### src/rtl/sc_chain_monitor.sv
// sc_chain_monitor: checks that every pulse injected at the scan-chain head
// reappears at the tail exactly CHAIN_LEN cycles later. Each injected pulse is
// remembered as its expected arrival timestamp; arrivals are compared in CHECK.
module sc_chain_monitor #(
    parameter int unsigned CHAIN_LEN = 80,
    parameter int unsigned DEPTH     = 4,
    parameter int unsigned CNT_W     = 16,
    parameter int unsigned ERR_W     = 8
) (
    input  logic             clk,
    input  logic             Reset,
    input  logic             Test_en,
    input  logic             sc_head,
    input  logic             sc_tail,
    output logic             mismatch,
    output logic [ERR_W-1:0] err_count,
    output logic [CNT_W-1:0] pulses_checked,
    output logic             overflow,
    output logic             checking
);
    localparam int unsigned AW = (DEPTH > 1) ? $clog2(DEPTH) : 1;
    localparam int unsigned OW = $clog2(DEPTH + 1);

    typedef enum logic [1:0] {
        IDLE,
        WARMUP,
        CHECK
    } state_t;

    state_t           state_q, state_d;
    logic [CNT_W-1:0] cyc_q, cyc_d;
    logic [CNT_W-1:0] warm_q, warm_d;
    logic [CNT_W-1:0] mem_q [DEPTH];
    logic [CNT_W-1:0] mem_d [DEPTH];
    logic [AW-1:0]    rd_ptr_q, rd_ptr_d;
    logic [AW-1:0]    wr_ptr_q, wr_ptr_d;
    logic [OW-1:0]    occ_q, occ_d;
    logic             mismatch_q, mismatch_d;
    logic [ERR_W-1:0] err_count_q, err_count_d;
    logic [CNT_W-1:0] pulses_checked_q, pulses_checked_d;
    logic             overflow_q, overflow_d;
    logic             checking_q, checking_d;

    logic active, expected, do_pop, do_push, push_ok;

    // Next-state: FSM sequencing, timestamp FIFO push/pop and tail compare.
    always_comb begin
        state_d          = state_q;
        cyc_d            = cyc_q + CNT_W'(1);
        warm_d           = warm_q;
        mem_d            = mem_q;
        rd_ptr_d         = rd_ptr_q;
        wr_ptr_d         = wr_ptr_q;
        occ_d            = occ_q;
        mismatch_d       = 1'b0;
        err_count_d      = err_count_q;
        pulses_checked_d = pulses_checked_q;
        overflow_d       = overflow_q;

        active   = Test_en && (state_q != IDLE);
        expected = (occ_q != '0) && (mem_q[rd_ptr_q] == cyc_q);
        do_pop   = active && expected;
        do_push  = active && sc_head;
        // A full tracker still accepts a push when the head entry leaves on the same edge.
        push_ok  = do_push && ((occ_q != OW'(DEPTH)) || do_pop);

        if (!Test_en) begin
            state_d  = IDLE;
            warm_d   = '0;
            rd_ptr_d = '0;
            wr_ptr_d = '0;
            occ_d    = '0;
        end else begin
            case (state_q)
                IDLE: begin
                    state_d = WARMUP;
                    warm_d  = CNT_W'(CHAIN_LEN);
                end
                WARMUP: begin
                    warm_d = warm_q - CNT_W'(1);
                    if (warm_q == CNT_W'(1)) state_d = CHECK;
                end
                CHECK: begin
                    if (sc_tail && expected) begin
                        if (pulses_checked_q != '1) pulses_checked_d = pulses_checked_q + CNT_W'(1);
                    end else if (sc_tail != expected) begin
                        mismatch_d = 1'b1;
                        if (err_count_q != '1) err_count_d = err_count_q + ERR_W'(1);
                    end
                end
                default: state_d = IDLE;
            endcase

            if (do_pop)
                rd_ptr_d = (rd_ptr_q == AW'(DEPTH - 1)) ? '0 : rd_ptr_q + AW'(1);
            if (push_ok) begin
                mem_d[wr_ptr_q] = cyc_q + CNT_W'(CHAIN_LEN);
                wr_ptr_d        = (wr_ptr_q == AW'(DEPTH - 1)) ? '0 : wr_ptr_q + AW'(1);
            end else if (do_push) begin
                overflow_d = 1'b1;
            end
            occ_d = occ_q + OW'(push_ok) - OW'(do_pop);
        end

        checking_d = (state_d == CHECK);
    end

    // State and output registers, cleared asynchronously by Reset.
    always_ff @(posedge clk or posedge Reset) begin
        if (Reset) begin
            state_q          <= IDLE;
            cyc_q            <= '0;
            warm_q           <= '0;
            for (int unsigned i = 0; i < DEPTH; i++) mem_q[i] <= '0;
            rd_ptr_q         <= '0;
            wr_ptr_q         <= '0;
            occ_q            <= '0;
            mismatch_q       <= 1'b0;
            err_count_q      <= '0;
            pulses_checked_q <= '0;
            overflow_q       <= 1'b0;
            checking_q       <= 1'b0;
        end else begin
            state_q          <= state_d;
            cyc_q            <= cyc_d;
            warm_q           <= warm_d;
            mem_q            <= mem_d;
            rd_ptr_q         <= rd_ptr_d;
            wr_ptr_q         <= wr_ptr_d;
            occ_q            <= occ_d;
            mismatch_q       <= mismatch_d;
            err_count_q      <= err_count_d;
            pulses_checked_q <= pulses_checked_d;
            overflow_q       <= overflow_d;
            checking_q       <= checking_d;
        end
    end

    assign mismatch       = mismatch_q;
    assign err_count      = err_count_q;
    assign pulses_checked = pulses_checked_q;
    assign overflow       = overflow_q;
    assign checking       = checking_q;

endmodule

### config.mk
export PLATFORM = sky130hd
export DESIGN_NAME = sc_chain_monitor
export DESIGN_NICKNAME = d
export VERILOG_FILES = /design/src/rtl/sc_chain_monitor.sv
export SDC_FILE = /design/constraint.sdc
export NUM_CORES = 1
export LEC_CHECK = 0
export CAP_MARGIN = 20
export CORE_ASPECT_RATIO = 2
export CORE_MARGIN = 5
export CORE_UTILIZATION = 30
export DETAILED_ROUTE_END_ITERATION = 7
export MAX_ROUTING_LAYER = met4
export PLACE_DENSITY = 0.42
export SLEW_MARGIN = 25
export SYNTH_ARGS = -nofsm -noshare
export SYNTH_HDL_FRONTEND = slang
export SYNTH_SLANG_ARGS = --single-unit
### constraint.sdc
create_clock -name clk -period 5.15 [get_ports clk]
set_input_delay 0.7725 -clock clk [delete_from_list [all_inputs] [get_ports clk]]
set_output_delay 0.7725 -clock clk [all_outputs]
set_load 0.03 [all_outputs]
# Word level (Yosys, flattened, before mapping)
# Cells that the tools add are included.
totals:
  regBits: 132
  wordCells: 82
  inputBits: 5
op_classes:
  eq_ne: 14
  mux: 22
  n_addsub: 9
  reduce_logical: 15
  order_cmp: 3
  bitwise: 4
ops:
  columns: ["op", "n"]
  rows:
  - ["64-bit bitwise mux", 1]
  - ["16-bit 2-to-1 mux", 4]
  - ["16-bit by 1-bit adder with 16-bit output (second input constant)", 2]
  - ["16-bit binary-select mux with 2-bit select", 1]
  - ["16-bit demux with 2-bit select", 1]
  - ["16-bit case mux with 2 select lines", 1]
  - ["16-bit by 7-bit adder with 16-bit output (second input constant)", 1]
  - ["16-bit by 1-bit equality test with 1-bit output (second input constant)", 1]
  - ["16-bit equality test", 1]
  - ["2-bit 2-to-1 mux", 8]
  - ["16-bit != test (second input constant)", 1]
  - ["16-bit by 1-bit subtractor with 16-bit output (second input constant)", 1]
  - ["8-bit by 1-bit adder with 8-bit output (second input constant)", 1]
  - ["2-bit equality test (second input constant)", 4]
  - ["8-bit != test (second input constant)", 1]
  - ["1-bit logical AND", 7]
  - ["3-bit greater-or-equal comparator (second input constant)", 2]
  - ["2-bit inverter with 3-bit output", 2]
  - ["2-bit case mux with 3 select lines", 1]
  - ["5-bit AND reduction", 1]
  - ["2-bit by 1-bit adder with 2-bit output (second input constant)", 2]
  - ["1-bit 2-to-1 mux", 4]
  - ["2-bit by 1-bit != test with 1-bit output (second input constant)", 2]
  - ["4-bit AND reduction", 1]
  - ["other kinds (15)", 16]

# Logic depth before layout (Yosys ltp)
# Gate-level depths: netlist (run 1).
depth:
  depth_word: 12
  depth_mapped: 17

# Least setup slack after synthesis (run 1)
# OpenSTA, ideal clock, no wires.
synth_timing:
  path_type: "flip-flop to flip-flop"
  start: "register rd_ptr_q[1]"
  end: "register occ_q[2]"
  path_stages_with_launch: 17
  arrival_ns: 3.267
  slack_ns: 1.764
  n_path_buf: 3
  period_less_slack_ns: 3.386
  setup_time_ns: 0.119
  t_required_ns: 5.031
  cell_sequence: "dfrtp_1 > buf_4 > mux4_2 > xor2_1 > nor3_1 > nor3b_4 > a31o_1 > buf_4 > inv_4 > buf_6 > ha_1 > inv_1 > ha_1 > inv_1 > fa_1 > xnor2_1 > and2_1"
synth_via:
  elab_chain_cells: 12
synth_rtl:
  columns: ["item", "line_no", "text"]
  rows:
  - ["start: declaration", "35", "logic [AW-1:0] rd_ptr_q, rd_ptr_d;"]
  - ["start signal: assignment", "128", "rd_ptr_q <= rd_ptr_d;"]
  - ["2-bit inverter with 3-bit output (not written as such) (*)", "61", "expected = (occ_q != '0) && (mem_q[rd_ptr_q] == cyc_q);"]
  - ["16-bit binary-select mux with 2-bit select (*)", "61", null]
  - ["16-bit 2-to-1 mux (not written as such) (*) (2 in a row)", "61", null]
  - ["16-bit equality test (*)", "61", null]
  - ["1-bit logical AND (*)", "61", null]
  - ["1-bit logical AND (*)", "62", "do_pop = active && expected;"]
  - ["1-bit logical OR", "65", "push_ok = do_push && ((occ_q != OW'(DEPTH)) || do_pop);"]
  - ["1-bit logical AND", "65", null]
  - ["3-bit by 1-bit adder with 3-bit output", "102", "occ_d = occ_q + OW'(push_ok) - OW'(do_pop);"]
  - ["3-bit by 1-bit subtractor with 3-bit output (*)", "102", null]
  - ["3-bit 2-to-1 mux (*)", "67", "if (!Test_en) begin"]
  - ["named net occ_d[2]", "37", "logic [OW-1:0] occ_q, occ_d;"]
  - ["end signal: assignment", "117", "occ_q <= '0;"]
  - ["end signal: assignment", "130", "occ_q <= occ_d;"]
  - ["end: declaration", "37", null]
# The timed path passes the listed nets; every way through them passes the cells marked *. The select of a mux whose other input is x is not followed.
# A chain may end at the register's enable or synchronous reset.

# Worst setup path after layout (run 1)
layout_timing:
  start: "register rd_ptr_q[1]"
  end: "register err_count_q[6] (netlist: err_count[6])"
layout_via:
  elab_chain_cells: 9
layout_rtl:
  columns: ["item", "line_no", "text"]
  rows:
  - ["2-bit inverter with 3-bit output (not written as such) (*)", "61", null]
  - ["16-bit binary-select mux with 2-bit select (*)", "61", null]
  - ["16-bit 2-to-1 mux (not written as such) (*) (2 in a row)", "61", null]
  - ["16-bit equality test (*)", "61", null]
  - ["1-bit logical AND (*)", "61", null]
  - ["1-bit logical AND", "84", "if (sc_tail && expected) begin"]
  - ["1-bit inverter (no source line)", null, null]
  - ["5-bit AND reduction (no source line) (*)", null, null]
  - ["end signal: assignment", "132", "err_count_q <= err_count_d;"]
  - ["end: declaration", "39", "logic [ERR_W-1:0] err_count_q, err_count_d;"]
# Every way passes the cells marked *; elsewhere a longest branch is shown, timed or not. The select of a mux whose other input is x is not followed.

==> run summary, run 1 <==
## Global routing
- **global-route usage over all layers** 15.9%
- **antenna violations before repair** 0
- **wire length of the first global-routing pass** 32.0 mm
- **pin count of the biggest net entering global routing** 77
- **met3 track demand over resource in global routing** 3.72%
- **GRT busiest layer** met2
- **routing usage on met1** 16.1%
- **number of global-route vias before repair** 5494
- **Global Route met2 Usage** 29.2%
- **global route total overflow** 0

## Hold path
- **classification of the worst-slack hold path** flip-flop to flip-flop
- **HP Start** pulses_checked[14]

## Setup path
- **type of origin of the critical path** flip-flop
- **register-to-register setup slack** 990 ps
- **startpoint-to-endpoint class of the critical path** flip-flop to flip-flop
- **element type at the critical path end** flip-flop
- **Max stage delay on crit path** 850 ps
- **Reg-to-Reg Start** rd_ptr_q[1]
- **worst setup path start** rd_ptr_q[1]
- **data arrival at the endpoint of the critical path** 4480 ps
- **Req. time, crit path** 5460 ps
- **cell type group with the largest total delay on the critical path** simple AND/OR/NAND/NOR gates
- **cell-by-cell listing of the critical path** buf_4 -> mux4_2 -> xnor2_2 -> nand4_4 -> nor2_1 -> and3_1 -> ha_1 -> nand2_1 -> a311oi_1 -> and2_1 -> nand3_1 -> xnor2_1
- **CP max-delay cell** sky130_fd_sc_hd__dfrtp_1
- **Max FO, Critical Path** 14
- **Buffers & Inverters on Critical Path** 1

## Routing
- **vias post-DR** 5369
- **remaining number of nets flagged by the antenna check after routing** 0
- **DR iter-0 viols** 489
- **total wirelength of the detailed-routed design** 20.0 mm
- **post-DR vias/cell** 5.51
- **number of iterations in the first detailed-routing pass** 5
- **wire length per cell after detailed routing** 20.5 microns
- **DRC viols** 0

## Synth
- **mean cell area of the mapped netlist** 10.4 sq um
- **simple-gate share of the synthesized area** 15.8%
- **Synth Area in XOR/XNOR** 8.24%
- **count of different cell masters after synthesis** 55
- **FFs w/ async S/R, synth** 100%
- **Top FF cell, synth** sky130_fd_sc_hd__dfrtp_1
- **count of flip-flops with a built-in enable after synthesis** 0
- **Post-Synth Adder-Cell Area** 2.62%
- **main combinational cell family by area after synthesis** simple AND/OR/NAND/NOR gates
- **Synthesis Warnings** 0
- **Seq cells post-synth** 132
- **number of standard cells after synthesis** 670
- **net count after synthesis** 689
- **post-synthesis mux area share** 6.36%
- **post-synthesis instance area** 6970 sq um
- **area fraction in compound gates after synthesis** 15.0%
- **post-synthesis sequential area ratio** 47.4%

## Placement
- **global placement routability congestion** 0.781
- **dpl ws** 971 ps
- **count of placed standard cells including taps** 943
- **Placed Instance Area** 7470 sq um
- **estimated wirelength of the detail-placed design** 13.7 mm
- **Port-buffer cells** 31

## Final layout
- **Core Util, Final** 34.7%
- **growth of design area from synthesis to finish** 15.3%
- **Final Non-Filler Cells** 974
- **Post-Layout Inst Area** 8030 sq um
- **fill count** 2355
- **fraction of layout instances using a drive strength above 1** 10.7%
- **Final Net Count** 698
- **number of antenna cells inserted** 0

## Floorplanning
- **area of the core** 23100 sq um
- **overall die height** 226 microns
- **effective utilization at floorplan** 30.1%
- **DIE AREA** 26600 sq um
- **die extent in x** 118 microns
- **count of boundary I/O pins** 32
- **Row Count** 79

## STA
- **PnR worst setup slack** 986 ps
- **crit share post-route** 80.9%
- **transition time at the pin with the least slew margin** 862 ps
- **maximum achievable frequency** 240 MHz
- **count of final setup violators** 0
- **final number of hold-violating endpoints** 0
- **worst slew margin relative to its limit** 42.5%
- **setup repair after global routing missed its margin** no
- **Period minus WS final** 4160 ps
- **Clock Skew** 9.32 ps
- **Max Transition Viols Final** 0
- **Sum Neg Setup Slack** 0 ps

## CTS
- **CTS tree** yes
- **maximum root-to-sink buffer count** 2
- **CTS Hold Buffers Added** 0
- **later-pin clock latency in the skew report** 430 ps
- **clock-pin slew on the worst setup and hold paths** 60 ps
- **TritonCTS Buffers** 17
- **H-tree Lvls** 4
- **buffer type at the clock tree root** sky130_fd_sc_hd__clkbuf_16
- **CTS resizes** 0
- **Post-CTS Setup Inserts** 0
- **number of sinks handled by clock tree synthesis** 132

## Power
- **leakage** 0.00335 uW
- **Pwr per Cell Area** 361 nW/um^2
- **worst voltage drop across the vdd grid** 0.250 mV

## Job
- **max-capacitance violation count** 0

## Outcome
- **result of the run** finished clean

[cells in the mapped netlist (4+ instances only)]
cell                         n  area, sq um
sky130_fd_sc_hd__a221oi_1   36          315
sky130_fd_sc_hd__nor3_1     10         50.1
sky130_fd_sc_hd__a21boi_0    4         30.0
sky130_fd_sc_hd__nand3_1    19         95.1
sky130_fd_sc_hd__nand2b_1    4         25.0
sky130_fd_sc_hd__nor3_4      4         65.1
sky130_fd_sc_hd__o21ai_0    10         50.1
sky130_fd_sc_hd__clkbuf_1   36          135
sky130_fd_sc_hd__nand4_1    11         68.8
sky130_fd_sc_hd__a31oi_1    37          231
sky130_fd_sc_hd__buf_2       8         40.0
sky130_fd_sc_hd__buf_4       5         37.5
sky130_fd_sc_hd__ha_1       13          163
sky130_fd_sc_hd__buf_6       4         45.0
sky130_fd_sc_hd__nand2_1   100          375
sky130_fd_sc_hd__dfrtp_1   132         3300
sky130_fd_sc_hd__and3_1     10         62.6
sky130_fd_sc_hd__mux2i_1     6         60.1
sky130_fd_sc_hd__inv_1      14         52.6
sky130_fd_sc_hd__mux4_2     16          360
sky130_fd_sc_hd__and2_1     12         75.1
sky130_fd_sc_hd__xor2_1     19          166
sky130_fd_sc_hd__o22ai_1    28          175
sky130_fd_sc_hd__nor2_1     27          101
sky130_fd_sc_hd__xnor2_1    41          359
sky130_fd_sc_hd__a21oi_1    12         60.1
sky130_fd_sc_hd__nor2b_1     7         43.8
[power by group]
group	internal [uW]	total [uW]	leakage [uW]	switching [uW]
clock network	718	1180	0.000272	466
registers	1170	1270	0.00175	99.9
logic	205	444	0.00132	239
total	2090	2900	0.00335	805
[cells in the final DEF, fill, tap and decap left out, types with 11 or more instances in the layout]
cell / count
sky130_fd_sc_hd__nor2_1: 27
sky130_fd_sc_hd__a21oi_1: 12
sky130_fd_sc_hd__ha_1: 13
sky130_fd_sc_hd__clkbuf_16: 17
sky130_fd_sc_hd__buf_4: 12
sky130_fd_sc_hd__xor2_1: 19
sky130_fd_sc_hd__inv_1: 13
sky130_fd_sc_hd__mux4_2: 16
sky130_fd_sc_hd__clkdlybuf4s50_1: 31
sky130_fd_sc_hd__nand2_1: 100
sky130_fd_sc_hd__dfrtp_1: 132
sky130_fd_sc_hd__a221oi_1: 36
sky130_fd_sc_hd__xnor2_1: 41
sky130_fd_sc_hd__nand4_1: 11
sky130_fd_sc_hd__a31oi_1: 37
sky130_fd_sc_hd__o22ai_1: 28
sky130_fd_sc_hd__nand3_1: 19
sky130_fd_sc_hd__and2_1: 12
[state kept, by name (all words and copies together), names as in the netlist]
signal and cells:
checking 1, cyc_q 16, err_count 8, mem_q 64
mismatch 1, occ_q 3, overflow 1, pulses_checked 16
rd_ptr_q 2, state_q 2, warm_q 16, wr_ptr_q 2
[final cells by class]
class / count / area [sq um] / share of cell area [%]
repair buffers: 43 / 400 / 4.99
clock buffers: 21 / 450 / 5.61
multi-input cells: 470 / 3350 / 41.7
inverters: 15 / 63.8 / 0.795
flip-flops and latches: 132 / 3300 / 41.1
clock inverters: 10 / 109 / 1.36
well taps: 283 / 354 / 4.41
[per-layer routing]
layer / vias to the layer above / wire length [microns]
li1: 2447 / -
met1: 2752 / 7310
met2: 141 / 11300
met3: 29 / 780
met4: 0 / 608
met5: - / 0
[path summary, 6_finish.rpt]
| path | endpoint | cells past startpoint |
|---|---|---|
| worst max-delay path | err_count[6] | 12 |
| worst min-delay path | pulses_checked[14] | 1 |
| worst max register to register | err_count[6] | 12 |
| worst min register to register | pulses_checked[14] | 1 |
| max in group asynchronous | cyc_q[10] | 3 |
| min in group asynchronous | err_count[2] | 2 |
[cells by family (layout without fill, tap and decap cells)]
group,after synthesis,in the layout
and+or+nand+nor,220,220
xor gates and xnor gates,63,63
buffers and inverters,68,89
AOI/OAI and AO/OA,149,149
muxes,24,24
adders and majority gates,14,14
DFF,132,132
[metrics by stage]
| step | total power [uW] | hold WS, ps |
|---|---|---|
| after floorplan | 1600 | 461 |
| after global placement | 1730 | 481 |
| after detailed placement | 1730 | 488 |
| after CTS | 2940 | 500 |
| after global routing | 3040 | 531 |
| final | 2900 | 496 |
(Power assumes the default switching activity.)
==> run 2: changes to the inputs <==
--- a/config.mk
+++ b/config.mk
@@ -11,7 +11,7 @@
 export CORE_UTILIZATION = 30
 export DETAILED_ROUTE_END_ITERATION = 7
 export MAX_ROUTING_LAYER = met4
-export PLACE_DENSITY = 0.42
+export PLACE_DENSITY = 0.44
 export SLEW_MARGIN = 25
 export SYNTH_ARGS = -nofsm -noshare
 export SYNTH_HDL_FRONTEND = slang
==> constraint.sdc (replaced) <==
create_clock -name clk -period 3.5 [get_ports clk]
set_input_delay 0.525 -clock clk [delete_from_list [all_inputs] [get_ports clk]]
set_output_delay 0.525 -clock clk [all_outputs]
set_load 0.03 [all_outputs]
==> run summary, run 2 (synthesis results as in run 1) <==
## Global routing
- **pin count of the biggest net entering global routing** 51
- **Global Route met2 Usage** 31.4%
- **number of global-route vias before repair** 5814
- **GRT busiest layer** met2
- **global-route usage over all layers** 16.5%
- **antenna violations before repair** 0
- **routing usage on met1** 15.8%
- **global route total overflow** 0
- **wire length of the first global-routing pass** 33.4 mm
- **met3 track demand over resource in global routing** 3.39%

## Placement
- **global placement routability congestion** 0.810
- **estimated wirelength of the detail-placed design** 14.9 mm
- **Port-buffer cells** 31
- **Placed Instance Area** 7740 sq um

## Floorplanning
- **area of the core** 23100 sq um
- **die extent in x** 118 microns
- **DIE AREA** 26600 sq um
- **count of boundary I/O pins** 32
- **overall die height** 226 microns
- **effective utilization at floorplan** 30.1%
- **Row Count** 79

## Final layout
- **growth of design area from synthesis to finish** 19.8%
- **Final Net Count** 728
- **fill count** 2300
- **largest register by flop count** mem_q
- **number of flip-flops under the largest register name** 64
- **commonest non-fill, non-tap cell in the layout** sky130_fd_sc_hd__dfrtp_1
- **fraction of layout instances using a drive strength above 1** 15.5%
- **number of antenna cells inserted** 0
- **commonest cells after routing, fill and taps aside** 132 x sky130_fd_sc_hd__dfrtp_1, 100 x sky130_fd_sc_hd__nand2_1, 41 x sky130_fd_sc_hd__xnor2_1
- **Post-Layout Inst Area** 8350 sq um

## CTS
- **H-tree Lvls** 4
- **buffer type at the clock tree root** sky130_fd_sc_hd__clkbuf_16
- **CTS Hold Buffers Added** 0
- **Post-CTS Setup Inserts** 0
- **CTS tree** yes
- **clock-pin slew on the worst setup and hold paths** 60 ps
- **later-pin clock latency in the skew report** 430 ps
- **TritonCTS Buffers** 17
- **number of sinks handled by clock tree synthesis** 132
- **maximum root-to-sink buffer count** 2

## Power
- **Pwr per Cell Area** 513 nW/um^2
- **sequential group share of total power** 43.3%
- **fraction of power consumed by combinational cells** 16.1%
- **Clock power frac** 40.6%
- **cell internal pwr** 3050 uW
- **worst voltage drop across the vdd grid** 0.338 mV
- **net switching component of the power** 1240 uW
- **fraction of power spent switching nets** 28.9%
- **leakage** 0.00351 uW

## Setup path
- **data arrival at the endpoint of the critical path** 3650 ps
- **CP max-delay cell** sky130_fd_sc_hd__mux4_2
- **depth of the worst register-to-register path** 14
- **Reg-to-Reg Start** rd_ptr_q[1]
- **Max stage delay on crit path** 520 ps
- **Max FO, Critical Path** 10
- **Buffers & Inverters on Critical Path** 4
- **cell-by-cell listing of the critical path** buf_12 -> mux4_2 -> xor2_1 -> nor3_2 -> nor3b_4 -> a31o_1 -> inv_4 -> ha_1 -> inv_1 -> ha_1 -> inv_1 -> fa_1 -> xnor2_1 -> and2_1
- **cell type group with the largest total delay on the critical path** adder cells
- **terminus of the critical flop-to-flop path** occ_q[2]
- **register-to-register setup slack** 170 ps
- **element type at the critical path end** flip-flop
- **type of origin of the critical path** flip-flop
- **Req. time, crit path** 3820 ps
- **startpoint-to-endpoint class of the critical path** flip-flop to flip-flop

## STA
- **setup repair after global routing missed its margin** yes
- **Sum Neg Setup Slack** 0 ps
- **crit share post-route** 95.2%
- **transition time at the pin with the least slew margin** 929 ps
- **Clock Skew** 7.18 ps
- **maximum achievable frequency** 300 MHz
- **Period minus WS final** 3330 ps
- **count of final setup violators** 0
- **Max Transition Viols Final** 0
- **worst slew margin relative to its limit** 37.6%
- **final number of hold-violating endpoints** 0
- **minimum hold slack** 427 ps

## Routing
- **post-DR vias/cell** 5.42
- **vias post-DR** 5445
- **number of iterations in the first detailed-routing pass** 5
- **DRC viols** 0
- **wire length per cell after detailed routing** 20.7 microns
- **DR iter-0 viols** 385
- **total wirelength of the detailed-routed design** 20.8 mm
- **remaining number of nets flagged by the antenna check after routing** 0

## Job
- **max-capacitance violation count** 0

## Hold path
- **classification of the worst-slack hold path** input port to asynchronous set/reset pin

## Outcome
- **result of the run** finished clean

run 2: cell count changes in the layout (fill, tap and decap cells not counted), moves of 2 or more:
cell / delta
sky130_fd_sc_hd__nor3_2: +3
sky130_fd_sc_hd__inv_6: +2
sky130_fd_sc_hd__nor3_1: -3
sky130_fd_sc_hd__clkbuf_1: -3
sky130_fd_sc_hd__buf_4: +25
sky130_fd_sc_hd__buf_12: +5
sky130_fd_sc_hd__clkinvlp_4: +4
sky130_fd_sc_hd__clkinv_4: +2
sky130_fd_sc_hd__clkinv_2: -3
run 2: what timing repair did:
action,4_1_cts,5_1_grt
endpoints found under the hold margin,0,0
gates resized for setup,0,4
endpoints found under the setup margin,0,5
run 2: power by group through the flow:
stage / Combinational [uW] / Clock (uW) / Sequential (uW)
5_1_grt: 769 / 1860 / 1880
4_1_cts: 693 / 1790 / 1860
6_report: 688 / 1740 / 1860
2_1_floorplan: 522 / 0 / 1830
3_5_place_dp: 693 / 0 / 1880
3_3_place_gp: 672 / 0 / 1880
run 2: cell type report:
cell class	instances	area (sq um)	area share, %
Clock buffer	18	439	5.26
Tap cell	283	354	4.24
Inverter	15	62.6	0.749
Timing Repair Buffer	73	688	8.24
Multi-Input combinational cell	470	3370	40.4
Sequential cell	132	3300	39.6
Clock inverter	14	130	1.56
run 2: how the worst max path moves through the flow:
| stage | from | endpoint | slack, ps | cells after the start |
|---|---|---|---|---|
| 2_1_floorplan | rd_ptr_q[1] | occ_q[2] | 110 | 16 |
| 3_3_place_gp | rd_ptr_q[0] | occ_q[2] | 230 | 14 |
| 3_5_place_dp | rd_ptr_q[1] | occ_q[2] | 110 | 14 |
| 4_1_cts | rd_ptr_q[1] | occ_q[2] | 100 | 14 |
| 5_1_grt | rd_ptr_q[0] | occ_q[2] | -20 | 14 |
| 6_report | rd_ptr_q[1] | occ_q[2] | 170 | 14 |
run 2: per-stage QoR:
| step | instances | total power (uW) | setup slack (ps) | util [%] |
|---|---|---|---|---|
| floorplan | 670 | 2360 | 114 | - |
| global placement | 972 | 2560 | 228 | 33.5 |
| detailed placement | 972 | 2570 | 114 | 33.5 |
| CTS | 1004 | 4340 | 99.0 | 35.9 |
| global route | 1005 | 4510 | -15.9 | 36.1 |
| finish | 1005 | 4290 | 168 | 36.1 |
run 2: layer usage:
layer  wire (microns)  up-vias
met5                0        -
met4              729        0
met3              727       37
met2            12100      147
met1             7160     2743
li1                 -     2518
==> run 3: changes to the inputs <==
==> constraint.sdc (replaced) <==
create_clock -name clk -period 3.5 [get_ports clk]
set_input_delay 0.35 -clock clk [delete_from_list [all_inputs] [get_ports clk]]
set_output_delay 0.35 -clock clk [all_outputs]
set_load 0.03 [all_outputs]
==> run summary, run 3 (synthesis results as in run 1) <==
## Placement
- **estimated wirelength of the detail-placed design** 14.8 mm
- **Port-buffer cells** 31
- **count of placed standard cells including taps** 973
- **dpl ws** 171 ps
- **global placement routability congestion** 0.838

## STA
- **setup repair after global routing missed its margin** no
- **maximum achievable frequency** 302 MHz
- **count of final setup violators** 0
- **worst slew margin relative to its limit** 42.0%
- **final number of hold-violating endpoints** 0
- **PnR worst setup slack** 193 ps
- **Clock Skew** 6.64 ps
- **Max Transition Viols Final** 0
- **minimum hold slack** 274 ps
- **Period minus WS final** 3310 ps
- **transition time at the pin with the least slew margin** 863 ps
- **crit share post-route** 94.5%
- **Sum Neg Setup Slack** 0 ps

## Setup path
- **element type at the critical path end** flip-flop
- **Max stage delay on crit path** 530 ps
- **terminus of the critical flop-to-flop path** occ_q[2]
- **critical path capture point** occ_q[2]
- **Max FO, Critical Path** 21
- **depth of the worst register-to-register path** 14
- **worst setup path start** rd_ptr_q[0]
- **type of origin of the critical path** flip-flop
- **CP max-delay cell** sky130_fd_sc_hd__mux4_2
- **cell-by-cell listing of the critical path** buf_12 -> mux4_2 -> xnor2_1 -> nand4_1 -> nor3b_4 -> a31o_1 -> inv_4 -> ha_1 -> inv_1 -> ha_1 -> inv_1 -> fa_1 -> xnor2_1 -> and2_1
- **register-to-register setup slack** 190 ps
- **Req. time, crit path** 3810 ps
- **Reg-to-Reg Start** rd_ptr_q[0]
- **data arrival at the endpoint of the critical path** 3620 ps
- **startpoint-to-endpoint class of the critical path** flip-flop to flip-flop

## Power
- **worst voltage drop across the vdd grid** 0.316 mV
- **fraction of power consumed by combinational cells** 15.3%
- **Clock power frac** 43.1%
- **sequential group share of total power** 41.6%
- **leakage** 0.00356 uW
- **Pwr per Cell Area** 533 nW/um^2
- **net switching component of the power** 1190 uW
- **fraction of power spent switching nets** 26.5%
- **cell internal pwr** 3290 uW

## Global routing
- **global route total overflow** 0
- **number of global-route vias before repair** 5709
- **pin count of the biggest net entering global routing** 43
- **global-route usage over all layers** 16.6%
- **antenna violations before repair** 0
- **wire length of the first global-routing pass** 32.9 mm

## Routing
- **number of iterations in the first detailed-routing pass** 4
- **total wirelength of the detailed-routed design** 20.6 mm
- **DR iter-0 viols** 326
- **wire length per cell after detailed routing** 20.5 microns
- **remaining number of nets flagged by the antenna check after routing** 0
- **vias post-DR** 5465
- **DRC viols** 0
- **post-DR vias/cell** 5.44

## CTS
- **TritonCTS Buffers** 17
- **clock-pin slew on the worst setup and hold paths** 60 ps
- **later-pin clock latency in the skew report** 430 ps
- **CTS tree** yes
- **H-tree Lvls** 4
- **number of sinks handled by clock tree synthesis** 132
- **CTS Hold Buffers Added** 0
- **maximum root-to-sink buffer count** 2
- **buffer type at the clock tree root** sky130_fd_sc_hd__clkbuf_16

## Floorplanning
- **DIE AREA** 26600 sq um
- **overall die height** 226 microns
- **Row Count** 79
- **die extent in x** 118 microns
- **area of the core** 23100 sq um
- **count of boundary I/O pins** 32
- **effective utilization at floorplan** 30.1%

## Final layout
- **commonest cells after routing, fill and taps aside** 132 x sky130_fd_sc_hd__dfrtp_1, 100 x sky130_fd_sc_hd__nand2_1, 41 x sky130_fd_sc_hd__xnor2_1
- **largest register by flop count** mem_q
- **commonest non-fill, non-tap cell in the layout** sky130_fd_sc_hd__dfrtp_1
- **growth of design area from synthesis to finish** 20.5%
- **number of antenna cells inserted** 0
- **fraction of layout instances using a drive strength above 1** 14.8%
- **number of flip-flops under the largest register name** 64
- **Final Net Count** 729
- **Final Non-Filler Cells** 1005

## Job
- **max-capacitance violation count** 0

## Outcome
- **result of the run** finished clean

## Hold path
- **classification of the worst-slack hold path** input port to asynchronous set/reset pin

==> run 3: power by group through the flow <==
stage	combinational [uW]	clock, uW	sequential, uW
2_1_floorplan	522	0	1830
3_3_place_gp	673	0	1880
3_5_place_dp	689	0	1890
4_1_cts	692	1980	1860
5_1_grt	767	2050	1880
6_report	686	1930	1860
==> run 3: cell type report <==
cell class,instances,area (sq um)
clock buffer,22,474
clock inverter,9,151
fill,2312,14700
inverter,15,62.6
multi-input combinational,470,3360
sequential,132,3300
tap,283,354
timing repair buffer,74,696
==> run 3: worst max-delay path, delay by kind of cell (launching register included) <==
family,cells,cell delay [ps]
flip-flops,1,370
AND/OR/NAND/NOR,3,680
adder cells (fa/ha/maj),3,770
multiplexers,1,530
AO/OA/AOI/OAI,1,230
buffers and inverters,4,330
XOR/XNOR,2,280
==> run 3: how the worst min path moves through the flow <==
stage | startpoint | depth (start not counted) | endpoint
2_1_floorplan | warm_q[6] | 1 | warm_q[6]
3_3_place_gp | cyc_q[0] | 1 | cyc_q[0]
3_5_place_dp | cyc_q[0] | 1 | cyc_q[0]
4_1_cts | cyc_q[0] | 1 | cyc_q[0]
5_1_grt | Reset | 2 | err_count[3]
6_report | Reset | 2 | err_count[3]
==> run 3: what timing repair did <==
action                     4_1_cts  5_1_grt
setup endpoints to repair        0        1
gates resized for setup          0        1
setup buffers                    0        0
==> run 3: routing by layer <==
layer,part of all wire (%),GRT usage [%],vias up
li1,-,-,2515
met1,35,15.9,2766
met2,56,29.6,139
met3,3.4,3.69,45
met4,6.0,10.6,0
met5,0,-,-
==> run 3: per-stage QoR <==
stage | util, % | power, uW | area [sq um]
global placement | 33.5 | 2560 | 7750
CTS | 36.2 | 4530 | 8370
finish | 36.3 | 4480 | 8400
floorplan | - | 2360 | 6970
global route | 36.3 | 4700 | 8400
detailed placement | 33.5 | 2580 | 7750
